===== config.mk =====
export PLATFORM = sky130hd
export DESIGN_NAME = bank_cfg_seq
export DESIGN_NICKNAME = d
export VERILOG_FILES = /design/src/rtl/bank_cfg_seq_pkg.sv /design/src/rtl/bank_cfg_seq_so_capture.sv /design/src/rtl/bank_cfg_seq.sv
export SDC_FILE = /design/constraint.sdc
export NUM_CORES = 1
export LEC_CHECK = 0
export CAP_MARGIN = 10
export CORE_ASPECT_RATIO = 0.75
export CORE_MARGIN = 2
export CORE_UTILIZATION = 30
export CTS_CLUSTER_SIZE = 14
export DETAILED_ROUTE_END_ITERATION = 16
export PLACE_DENSITY = 0.59
export SLEW_MARGIN = 15
export SYNTH_ARGS = -nofsm -noshare
export SYNTH_HDL_FRONTEND = slang
export SYNTH_SLANG_ARGS = --single-unit

===== constraint.sdc =====
create_clock -name CLK -period 2.94 [get_ports CLK]
set_input_delay 0.588 -clock CLK [delete_from_list [all_inputs] [get_ports CLK]]
set_output_delay 0.588 -clock CLK [all_outputs]
set_load 0.005 [all_outputs]

===== src/rtl/bank_cfg_seq_pkg.sv =====
// Shared constants and types for the mapper bank configuration sequencer.
// Addresses, unlock signature, FSM state and error-cause encodings.
package bank_cfg_seq_pkg;

  localparam logic [7:0]  ADDR_ACK   = 8'h5A;
  localparam logic [7:0]  ADDR_NAK   = 8'hA5;
  localparam logic [7:0]  ADDR_NIH   = 8'hFF;
  localparam logic [7:0]  ADDR_LAO   = 8'hC0;
  localparam logic [17:0] UNLOCK_SIG = 18'h05140;

  typedef enum logic [3:0] {
    ST_IDLE,
    ST_MRST,
    ST_UNLK_ACK,
    ST_UNLK_NAK,
    ST_SO_CAP,
    ST_WR_SETUP,
    ST_WR_STROBE,
    ST_WR_HOLD,
    ST_RD_SETUP,
    ST_RD_SAMPLE,
    ST_FIN,
    ST_FAIL
  } state_e;

  typedef enum logic [1:0] {
    ERR_NONE     = 2'd0,
    ERR_SIG      = 2'd1,
    ERR_READBACK = 2'd2
  } err_code_e;

endpackage


===== src/rtl/bank_cfg_seq_so_capture.sv =====
// Captures the mapper's unlock acknowledge bitstream LSB first and flags
// completion together with a signature match on the final bit.
module bank_cfg_seq_so_capture
  import bank_cfg_seq_pkg::*;
#(
  parameter int SO_LEN = 18
) (
  input  logic clk_i,
  input  logic rst_i,
  input  logic start_i,
  input  logic en_i,
  input  logic so_i,
  output logic done_o,
  output logic match_o
);

  localparam logic [SO_LEN-1:0] SIG = SO_LEN'(UNLOCK_SIG);

  // Only the oldest SO_LEN-1 bits are stored; the newest comes straight from so_i.
  logic [SO_LEN-2:0] shreg_q;
  logic [SO_LEN-1:0] word_d;
  logic [7:0]        cnt_q;

  assign word_d  = {so_i, shreg_q};
  assign done_o  = en_i && (cnt_q == 8'(SO_LEN - 1));
  assign match_o = (word_d == SIG);

  always_ff @(posedge clk_i or posedge rst_i) begin
    if (rst_i) begin
      shreg_q <= '0;
      cnt_q   <= '0;
    end else if (start_i) begin
      shreg_q <= '0;
      cnt_q   <= '0;
    end else if (en_i) begin
      shreg_q <= word_d[SO_LEN-1:1];
      cnt_q   <= cnt_q + 8'd1;
    end
  end

endmodule


===== src/rtl/bank_cfg_seq.sv =====
// Mapper bank configuration sequencer: reset, unlock handshake, four bank
// writes with optional readback. All mapper-facing outputs are registered.
module bank_cfg_seq
  import bank_cfg_seq_pkg::*;
#(
  parameter bit VERIFY = 1'b1,
  parameter int SO_LEN = 18
) (
  input  logic       CLK,
  input  logic       RST,
  input  logic       START,
  input  logic [7:0] CFG_LAO,
  input  logic [7:0] CFG_RAMB,
  input  logic [7:0] CFG_ROMB0,
  input  logic [7:0] CFG_ROMB1,
  output logic       MAP_RSTN,
  output logic       CEN,
  output logic       WEN,
  output logic       OEN,
  output logic       SSN,
  output logic [7:0] ADDR,
  output logic [7:0] DQ_O,
  output logic       DQ_OE,
  input  logic [7:0] DQ_I,
  input  logic       SO_I,
  output logic       BUSY,
  output logic       DONE,
  output logic       ERR,
  output logic [1:0] ERR_CODE,
  output state_e     dbg_state_o
);

  state_e    state_q, state_d;
  logic [1:0] idx_q, idx_d;
  logic       mrst_cnt_q, mrst_cnt_d;
  logic [7:0] cfg_q [4];
  err_code_e  fail_code;
  logic       cap_done, cap_match;
  logic       last_bank;

  assign SSN         = 1'b1;
  assign dbg_state_o = state_q;
  assign last_bank   = (idx_q == 2'd3);

  bank_cfg_seq_so_capture #(.SO_LEN(SO_LEN)) u_so_capture (
    .clk_i   (CLK),
    .rst_i   (RST),
    .start_i (state_q == ST_UNLK_NAK),
    .en_i    (state_q == ST_SO_CAP),
    .so_i    (SO_I),
    .done_o  (cap_done),
    .match_o (cap_match)
  );

  always_comb begin
    state_d    = state_q;
    idx_d      = idx_q;
    mrst_cnt_d = mrst_cnt_q;
    fail_code  = ERR_NONE;
    case (state_q)
      ST_IDLE: if (START) begin
        state_d    = ST_MRST;
        mrst_cnt_d = 1'b0;
      end
      ST_MRST: begin
        mrst_cnt_d = 1'b1;
        if (mrst_cnt_q) state_d = ST_UNLK_ACK;
      end
      ST_UNLK_ACK: state_d = ST_UNLK_NAK;
      ST_UNLK_NAK: state_d = ST_SO_CAP;
      ST_SO_CAP: if (cap_done) begin
        if (cap_match) begin
          state_d = ST_WR_SETUP;
          idx_d   = 2'd0;
        end else begin
          state_d   = ST_FAIL;
          fail_code = ERR_SIG;
        end
      end
      ST_WR_SETUP:  state_d = ST_WR_STROBE;
      ST_WR_STROBE: state_d = ST_WR_HOLD;
      ST_WR_HOLD: begin
        if (VERIFY)         state_d = ST_RD_SETUP;
        else if (last_bank) state_d = ST_FIN;
        else begin
          state_d = ST_WR_SETUP;
          idx_d   = idx_q + 2'd1;
        end
      end
      ST_RD_SETUP: state_d = ST_RD_SAMPLE;
      ST_RD_SAMPLE: begin
        if (DQ_I != cfg_q[idx_q]) begin
          state_d   = ST_FAIL;
          fail_code = ERR_READBACK;
        end else if (last_bank) state_d = ST_FIN;
        else begin
          state_d = ST_WR_SETUP;
          idx_d   = idx_q + 2'd1;
        end
      end
      ST_FIN:  state_d = ST_IDLE;
      ST_FAIL: state_d = ST_IDLE;
      default: state_d = ST_IDLE;
    endcase
  end

  // Outputs are decoded from the next state so they line up with the state register.
  always_ff @(posedge CLK or posedge RST) begin
    if (RST) begin
      state_q    <= ST_IDLE;
      idx_q      <= 2'd0;
      mrst_cnt_q <= 1'b0;
      cfg_q[0]   <= 8'hFF;
      cfg_q[1]   <= 8'hFF;
      cfg_q[2]   <= 8'hFF;
      cfg_q[3]   <= 8'hFF;
      MAP_RSTN   <= 1'b0;
      CEN        <= 1'b1;
      WEN        <= 1'b1;
      OEN        <= 1'b1;
      ADDR       <= ADDR_NIH;
      DQ_O       <= 8'h00;
      DQ_OE      <= 1'b0;
      BUSY       <= 1'b0;
      DONE       <= 1'b0;
      ERR        <= 1'b0;
      ERR_CODE   <= ERR_NONE;
    end else begin
      state_q    <= state_d;
      idx_q      <= idx_d;
      mrst_cnt_q <= mrst_cnt_d;
      if (state_q == ST_IDLE && START) begin
        cfg_q[0] <= CFG_LAO;
        cfg_q[1] <= CFG_RAMB;
        cfg_q[2] <= CFG_ROMB0;
        cfg_q[3] <= CFG_ROMB1;
      end
      MAP_RSTN <= (state_d != ST_MRST);
      CEN      <= !(state_d inside {ST_WR_SETUP, ST_WR_STROBE, ST_RD_SETUP, ST_RD_SAMPLE});
      WEN      <= (state_d != ST_WR_SETUP);
      OEN      <= !(state_d inside {ST_RD_SETUP, ST_RD_SAMPLE});
      DQ_OE    <= (state_d inside {ST_WR_SETUP, ST_WR_STROBE});
      case (state_d)
        ST_UNLK_ACK: ADDR <= ADDR_ACK;
        ST_UNLK_NAK: ADDR <= ADDR_NAK;
        ST_WR_SETUP, ST_WR_STROBE, ST_WR_HOLD, ST_RD_SETUP, ST_RD_SAMPLE:
          ADDR <= ADDR_LAO + {6'd0, idx_d};
        default:     ADDR <= ADDR_NIH;
      endcase
      DQ_O <= (state_d inside {ST_WR_SETUP, ST_WR_STROBE, ST_WR_HOLD, ST_RD_SETUP, ST_RD_SAMPLE})
              ? cfg_q[idx_d] : 8'h00;
      BUSY <= !(state_d inside {ST_IDLE, ST_FIN});
      DONE <= (state_d == ST_FIN);
      if (state_q == ST_IDLE && state_d == ST_MRST) begin
        ERR      <= 1'b0;
        ERR_CODE <= ERR_NONE;
      end else if (state_d == ST_FAIL) begin
        ERR      <= 1'b1;
        ERR_CODE <= fail_code;
      end
    end
  end

endmodule


==> results.md, run 1 <==
- Vias: just under 3,000
- CP peak stage delay: around 530 ps
- Static leakage: 2.21 nW
- Ys Warns: 0
- GP Congestion: roughly 0.8
- Root Driver: clkbuf_16
- CTS Buffer Depth: 2
- Synth top area share: 28.5%
- DR top layer: met4
- Fmax: 361 MHz
- Nature of the critical path startpoint: flop
- Worst-Margin Slew: 670 ps
- Top FF cell, synth: dfrtp_1
- Register-to-register setup slack: 170 ps
- Critical Path Fanout Max: 10
- Reg2reg start: idx_q[0]
- Setup Crit Path Kind: flop to flop
- Critical path's top delay family: compound AO/OA/AOI/OAI gates
- Part of the cycle the worst path needs: 94.3%
- Setup ws final: 166 ps
- Rel. slew slack: a little under three fifths
- Initial antenna violation count: 0
- CTS tree: built
- Fin. max-slew vios: 0
- First-pass GRT wire length: 15.6 mm
- Setup Skew: 11.3 ps
- Worst skew pair latency: 350 ps
- Number of diodes: 0
- Share of the yosys chip area belonging to registers: 54.6%
- Share of layout cells above drive strength 1: 30.4%
- MaxCap Viol Count: 0
- Critical Path RT: 3160 ps
- Crit path time final: around 2800 ps
- Overflow after GRT: 0
- Crit. End Element: flop
- Synth area leader: dfrtp_1
- Crit path to: DQ_O[2]
- Final nets: 457
- Final setup vio count: 0
- RR Endpoint: DQ_O[2]
- Status: complete, no violations
- FF-to-FF path depth: 10
- Placement Rows: 37
- Pwr Density: 957 nW/um^2
- Detailed Route WL: 9.72 mm
- Critical path buffers and inverters: 3
- Crit path depth: 10
- Die width: 139 um
- Finished Layout Cells: slightly below 600
- Mapped cell area: 4130 um^2
- Worst setup startpoint: idx_q[0]
- CTS clk-pin slew, worst paths: 70 ps
- Initial Utilization: between 30 and 40%
- IO buf count: 73
- Ports: 75
- Vias in the first global route: 2,884
- Cell Chain, Critical Path: buf_4 -> mux4_2 -> xnor2_2 -> nand4_1 -> buf_4 -> or2_4 -> a211o_1 -> buf_4 -> a221oi_1 -> a211oi_1
- Post-Synthesis Net Count: 370
- Asr flop ratio synth: 100%
- Mean area per synthesized cell: 12.7 um^2
- DRT iter0 DRCs: 107
- Total power: 0.00525 W
- RSZ-0062 raised after global routing: true
- HPWL after DPL: 6.97 mm
- Routed vias/inst: 4.92
- Met1 WL: between 4 and 5 mm
- Die height: between 100 and 150 um
- Dpl cells: 572
- Worst Path Arrival: 2990 ps
- Num CTS Buffers: 9
- Hold Path Class: flop to flop
- Met2 wire len: approximately 4.3 mm
- Largest net degree at the start of global routing: 53
- CP dominant cell by count: buf_4
- Flops & latches, synth: 88
- Critical-path top delay cell: mux4_2
- Average wire per standard cell: 16.5 um
- EDFF count, synth: 0
- Remaining DRCs: 0
- Worst slack at placement: -74.4 ps
- Final Hold Viols: 0
- Antenna Nets Post-Route: 0
- Largest cells by area after synthesis: dfrtp_1, dfstp_2, mux2_2
- Pre-antenna DRT Iters: 4
- Wire length on met3: 423 um
- Worst vdd ir: 0.391 mV
- Clock sinks: 88
- Total GRT Usage: 13.9%
- Unique cell type count in the Yosys netlist: 53
- H-tree depth: 3
- Core area: ~14,000 um^2
- Gate Count Post-Synth: 324
- Die Footprint: 14,700 um^2
- Layout area overhead: 33.0%
per-layer routing:
metal / vias to the layer above / global-route usage [%]
met5: - / 0
met4: 0 / 5.27
met3: 14 / 3.86
met2: 69 / 20.3
met1: 1450 / 19.5
li1: 1371 / -
final cells by class:
type,instances,area (um^2)
well taps,175,219
repair buffers,95,925
multi-input cells,210,1760
clock inverters,3,42.5
flip-flops and latches,88,2250
inverters,7,27.5
clock buffers,12,256
fillers,1277,8080
cells in the final DEF, fill, tap and decap left out, types with 7 or more instances in the layout:
cell type / instances
a211oi_1: 7
a221oi_1: 7
a22o_1: 17
and2_1: 14
buf_4: 19
clkbuf_16: 9
clkdlybuf4s50_1: 73
dfrtp_1: 46
dfstp_2: 41
mux2_2: 33
mux2i_1: 7
nand2_1: 17
nand4_1: 7
nor2_1: 12
xnor2_1: 7
synthesized netlist by cell type (all sizes together), types with 3 or more instances:
master and count:
dfrtp 47, a21o 3, mux4 8, a211oi 7
nor2 14, or3 3, and3 4, buf 7
a22o 17, inv 7, nand4 7, nand3 7
mux2i 7, o21ai 7, nor3 4, clkbuf 12
and2 14, xor2 6, nor2b 3, xnor2 8
a221oi 8, dfstp 41, nand2 17, mux2 33
a21oi 5, nor4b 3
state kept, by name, indices dropped and copies added (netlist names):
name,cells
u_so_capture.cnt_q,8
cfg_q,32
dbg_state_o,4
MAP_RSTN,1
DQ_OE,1
ERR_CODE,2
DONE,1
idx_q,2
CEN,1
OEN,1
BUSY,1
WEN,1
u_so_capture.shreg_q,17
DQ_O,8
mrst_cnt_q,1
ADDR,6
ERR,1
logic make-up after synthesis:
family,Yosys count,share of synthesized area (%)
AND/OR/NAND/NOR,86,11.6
multiplexers,48,15.7
XOR/XNOR,14,2.97
buffers and inverters,26,3.15
other,1,0.0909
adder cells (fa/ha/maj),2,0.606
flip-flops,88,54.6
AO/OA/AOI/OAI,59,11.2
what timing repair did:
item                                    in CTS  in global routing
gates resized for setup                      0                 10
endpoints found under the setup margin       9                 14
setup buffers                                2                  1
pin swaps                                    1                  2
endpoints found under the hold margin        0                  0
hold buffers                                 0                  0
stage by stage:
step | hold WS, ps | instance area [um^2] | util [%] | setup TNS, ps
2_1_floorplan | 460 | 4130 | - | 0
3_3_place_gp | 488 | 5140 | 37.9 | -144
3_5_place_dp | 502 | 5140 | 37.9 | -377
4_1_cts | 521 | 5460 | 40.2 | 0
5_1_grt | 540 | 5490 | 40.5 | -26.3
6_report | 525 | 5490 | 40.5 | 0
worst min-delay path by stage:
stage	from	endpoint	slack, ps	cells after the start
6_report	u_so_capture.shreg_q[0]	u_so_capture.shreg_q[0]	520	1
3_5_place_dp	u_so_capture.shreg_q[0]	u_so_capture.shreg_q[0]	500	1
3_3_place_gp	u_so_capture.shreg_q[0]	u_so_capture.shreg_q[0]	490	1
4_1_cts	u_so_capture.shreg_q[0]	u_so_capture.shreg_q[0]	520	1
5_1_grt	u_so_capture.shreg_q[0]	u_so_capture.shreg_q[0]	540	1
2_1_floorplan	mrst_cnt_q	ADDR[7]	460	1
where the power goes:
| group | internal [W] | total (W) | switching, W |
|---|---|---|---|
| sequential | 0.00185 | 0.00216 | 0.000312 |
| combinational | 0.00107 | 0.00193 | 0.000866 |
| clock | 0.000699 | 0.00116 | 0.000461 |
| total | 0.00361 | 0.00525 | 0.00164 |
Power figures use the tool's default switching activity.
==> run 2: changes to the inputs <==
ABC_AREA = 1   (was unset)
PLACE_DENSITY = 0.57   (was 0.59)
clock period = 2.8 ns   (was 2.94 ns; I/O delays follow)
==> run 2 against run 1 <==
Compared with the run above:
- worst setup slack improved by 120 ps
- sequential power is essentially flat
- routed wire length up 15%
- synthesized cell count increased by 67%
- clock-buffer cell count stayed put
==> results.md, run 2 <==
- Status: complete, no violations
- Min Hold Slack: 511 ps (-13.8 ps)
- Final nets: 657 (+44%)
- Clock sinks: 88 (unchanged)
- Largest register FFs: 32 (unchanged)
- Most frequent cells in the layout: nand2_1, inv_1, clkdlybuf4s50_1
- Average wire per standard cell: 13.7 um (-17%)
- Pwr Density: 987 nW/um^2 (+3.1%)
- Most flop-heavy register: cfg_q
- Overflow after GRT: 0 (unchanged)
- CTS Buffer Depth: 2 (unchanged)
- Initial antenna violation count: 0 (unchanged)
- P_sw: 0.00196 W (+20%)
- H-tree depth: 3 (unchanged)
- Hold Path Class: flop to flop
- Mapped cell area: 4360 um^2 (+5.7%)
- Part of the cycle the worst path needs: 89.9% (-4.5 points)
- Unique cell type count in the Yosys netlist: 34 (-36%)
- Synth top area share: 27.0% (-1.5 points)
- Worst Path Arrival: 2750 ps (-240 ps)
- Worst slack at placement: 104 ps (+179 ps)
- Setup_tns: 0 ps (unchanged)
- Fin. max-slew vios: 0 (unchanged)
- Register-to-register setup slack: 280 ps (+120 ps)
- Share of the yosys chip area belonging to registers: 51.6% (-3.0 points)
- Number of diodes: 0 (unchanged)
- Remaining DRCs: 0 (unchanged)
- Initial Utilization: 30.4% (-0.036 points)
- Share of layout cells above drive strength 1: 14.3% (-16 points)
- Total GRT Usage: 15.6% (+1.8 points)
- Rel. slew slack: 61.8% (+6.5 points)
- Ys Warns: 0 (unchanged)
- Postcts setup bufs: 0 (-2)
- Die width: 143 um (+2.7%)
- Largest net degree at the start of global routing: 89 (+68%)
- Pre-antenna DRT Iters: 5 (+1)
- Crit path time final: 2520 ps (-257 ps)
- Layout area overhead: 28.2%
- DRT iter0 DRCs: 287 (+170%)
- Final Hold Viols: 0 (unchanged)
- Post-Synthesis Net Count: 587 (+59%)
- Most common cell in the netlist: nand2_1
- Multi-input gate area: 1660 um^2 (-6.1%)
- Setup ws final: 283 ps (+117 ps)
- Switch share: 35.5% (+4.3 points)
- Critical Path Fanout Max: 18 (+8)
- Detailed Route WL: 11.2 mm (+15%)
- Commonest non-fill, non-tap cell in the layout: nand2_1
- Critical Path RT: 3040 ps (-120 ps)
- EDFF count, synth: 0 (unchanged)
- HPWL after DPL: 7.90 mm (+13%)
- Synth area leader: dfrtp_1
- Asr flop ratio synth: 100% (unchanged)
- Nature of the critical path startpoint: flop
- Placement Rows: 38 (+2.7%)
- Die height: 108 um (+2.7%)
- Num CTS Buffers: 9 (unchanged)
- Setup Crit Path Kind: flop to flop
- Setup Skew: 11.8 ps (+0.564 ps)
- Reg power frac: 38.8% (-2.3 points)
- Antenna Nets Post-Route: 0 (unchanged)
- Largest cells by area after synthesis: dfrtp_1, dfstp_2, nand2_1
- Flops & latches, synth: 88 (unchanged)
- Worst skew pair latency: 350 ps (about the same)
- Core area: 14,400 um^2 (+5.9%)
- Top Registers: cfg_q x32, u_so_capture.shreg_q x17
- IO buf count: 73 (unchanged)
- Vias in the first global route: 3,739 (+30%)
- Fillers: 1,500 (+17%)
- CTS tree: built
- GP Congestion: 0.852 (+8.7%)
- Combinational power share: 38.6% (+1.8 points)
- Static leakage: 2.51 nW (+14%)
- Fmax: 397 MHz (+10%)
- Storage cell area: 2250 um^2 (unchanged)
- Internal Power: 0.00356 W (-1.5%)
- Ports: 75 (unchanged)
- Final setup vio count: 0 (unchanged)
- Most common library cells after synthesis: nand2_1, inv_1, nand3_1, dfrtp_1
- Mean area per synthesized cell: 8.06 um^2 (-37%)
- Clock share of power: 22.5% (+0.4 points)
- MaxCap Viol Count: 0 (unchanged)
- Worst-Margin Slew: 573 ps (-96.8 ps)
- Routed vias/inst: 4.60 (-6.5%)
- Worst vdd ir: 0.448 mV (+15%)
- Die Footprint: 15,500 um^2 (+5.5%)
- Root Driver: clkbuf_16
- RSZ-0062 raised after global routing: false
- Gate Count Post-Synth: 541 (+67%)
- Crit. End Element: flop
- Vias: 3,754 (+29%)
- First-pass GRT wire length: 18.6 mm (+20%)
- Top FF cell, synth: dfrtp_1
- CTS clk-pin slew, worst paths: 60 ps (about the same)
-- run 2: cell count changes in the layout (fill, tap and decap cells not counted), sizes merged, moves of 33 or more --
| cell | before | now |
|---|---|---|
| inv | 6 | 84 |
| mux2 | 33 | 0 |
| nand2 | 17 | 151 |
| nand3 | 7 | 58 |
| o21ai | 7 | 46 |
-- run 2: cell families after synthesis --
kind of cell / count (synthesis) / share of synthesized area [%]
AND/OR/NAND/NOR: 261 / 27.1
other: 1 / 0.0860
flip-flops: 88 / 51.6
buffers and inverters: 107 / 10.4
AO/OA/AOI/OAI: 82 / 10.2
adder cells (fa/ha/maj): 2 / 0.573
-- run 2: worst max-delay path, stage by stage, from the launching register on --
cell and delay, ps:
dfrtp_2 540, buf_4 230, nand2_1 60, o21ai_1 90, nand2_1 120, nand2_1 80
nand2_1 50, nand2_1 50, nand2_1 60, nor2_2 90, nand2_2 90, inv_2 80
nand2_2 240, nand2_4 310, nand2_1 80, nand3_1 120, a21oi_1 80
-- run 2: repair_timing --
item / in CTS / in global routing
gates resized for setup: 0 / 1
setup endpoints to repair: 0 / 9
hold buffers: 0 / 0
-- run 2: path summary, 6_finish.rpt --
kind	from	to	depth (start not counted)
worst min register to register	cfg_q[16]	cfg_q[16]	2
max in group asynchronous	RST	cfg_q[4]	3
worst max register to register	idx_q[0]	DQ_O[6]	16
min in group asynchronous	RST	u_so_capture.shreg_q[12]	3
worst min-delay path	cfg_q[16]	cfg_q[16]	2
worst max-delay path	idx_q[0]	DQ_O[6]	16
-- run 2: routing by layer --
| layer | GRT usage [%] | up-vias | wire length [um] |
|---|---|---|---|
| met5 | 0 | - | 0 |
| met4 | 6.86 | 0 | 232 |
| met3 | 4.65 | 20 | 785 |
| met2 | 21.5 | 111 | 4480 |
| met1 | 22.5 | 1757 | 5690 |
| li1 | - | 1866 | - |
-- run 2: layout make-up --
| cell class | instances | area share (%) |
|---|---|---|
| multi-input combinational | 346 | 29.6 |
| inverter | 85 | 5.73 |
| timing repair buffer | 81 | 14.4 |
| clock inverter | 4 | 0.940 |
| sequential | 88 | 40.3 |
| clock buffer | 12 | 4.59 |
| tap | 200 | 4.47 |
-- run 2: per-stage QoR --
step | util [%] | cell area (um^2) | std cells | power (W)
after global routing | 39.0 | 5590 | 816 | 0.00598
after global placement | 36.8 | 5280 | 800 | 0.00423
after CTS | 38.9 | 5590 | 816 | 0.00557
after detailed placement | 36.8 | 5280 | 800 | 0.00429
final | 39.0 | 5590 | 816 | 0.00552
after floorplan | - | 4360 | 541 | 0.00345
-- run 2: power groups by stage --
stage	clock network [W]	logic, W	registers [W]
after global routing	0.00132	0.00245	0.00221
after global placement	0	0.00207	0.00216
final	0.00124	0.00213	0.00214
after detailed placement	0	0.00213	0.00216
after floorplan	0	0.00132	0.00213
after CTS	0.00128	0.00214	0.00215
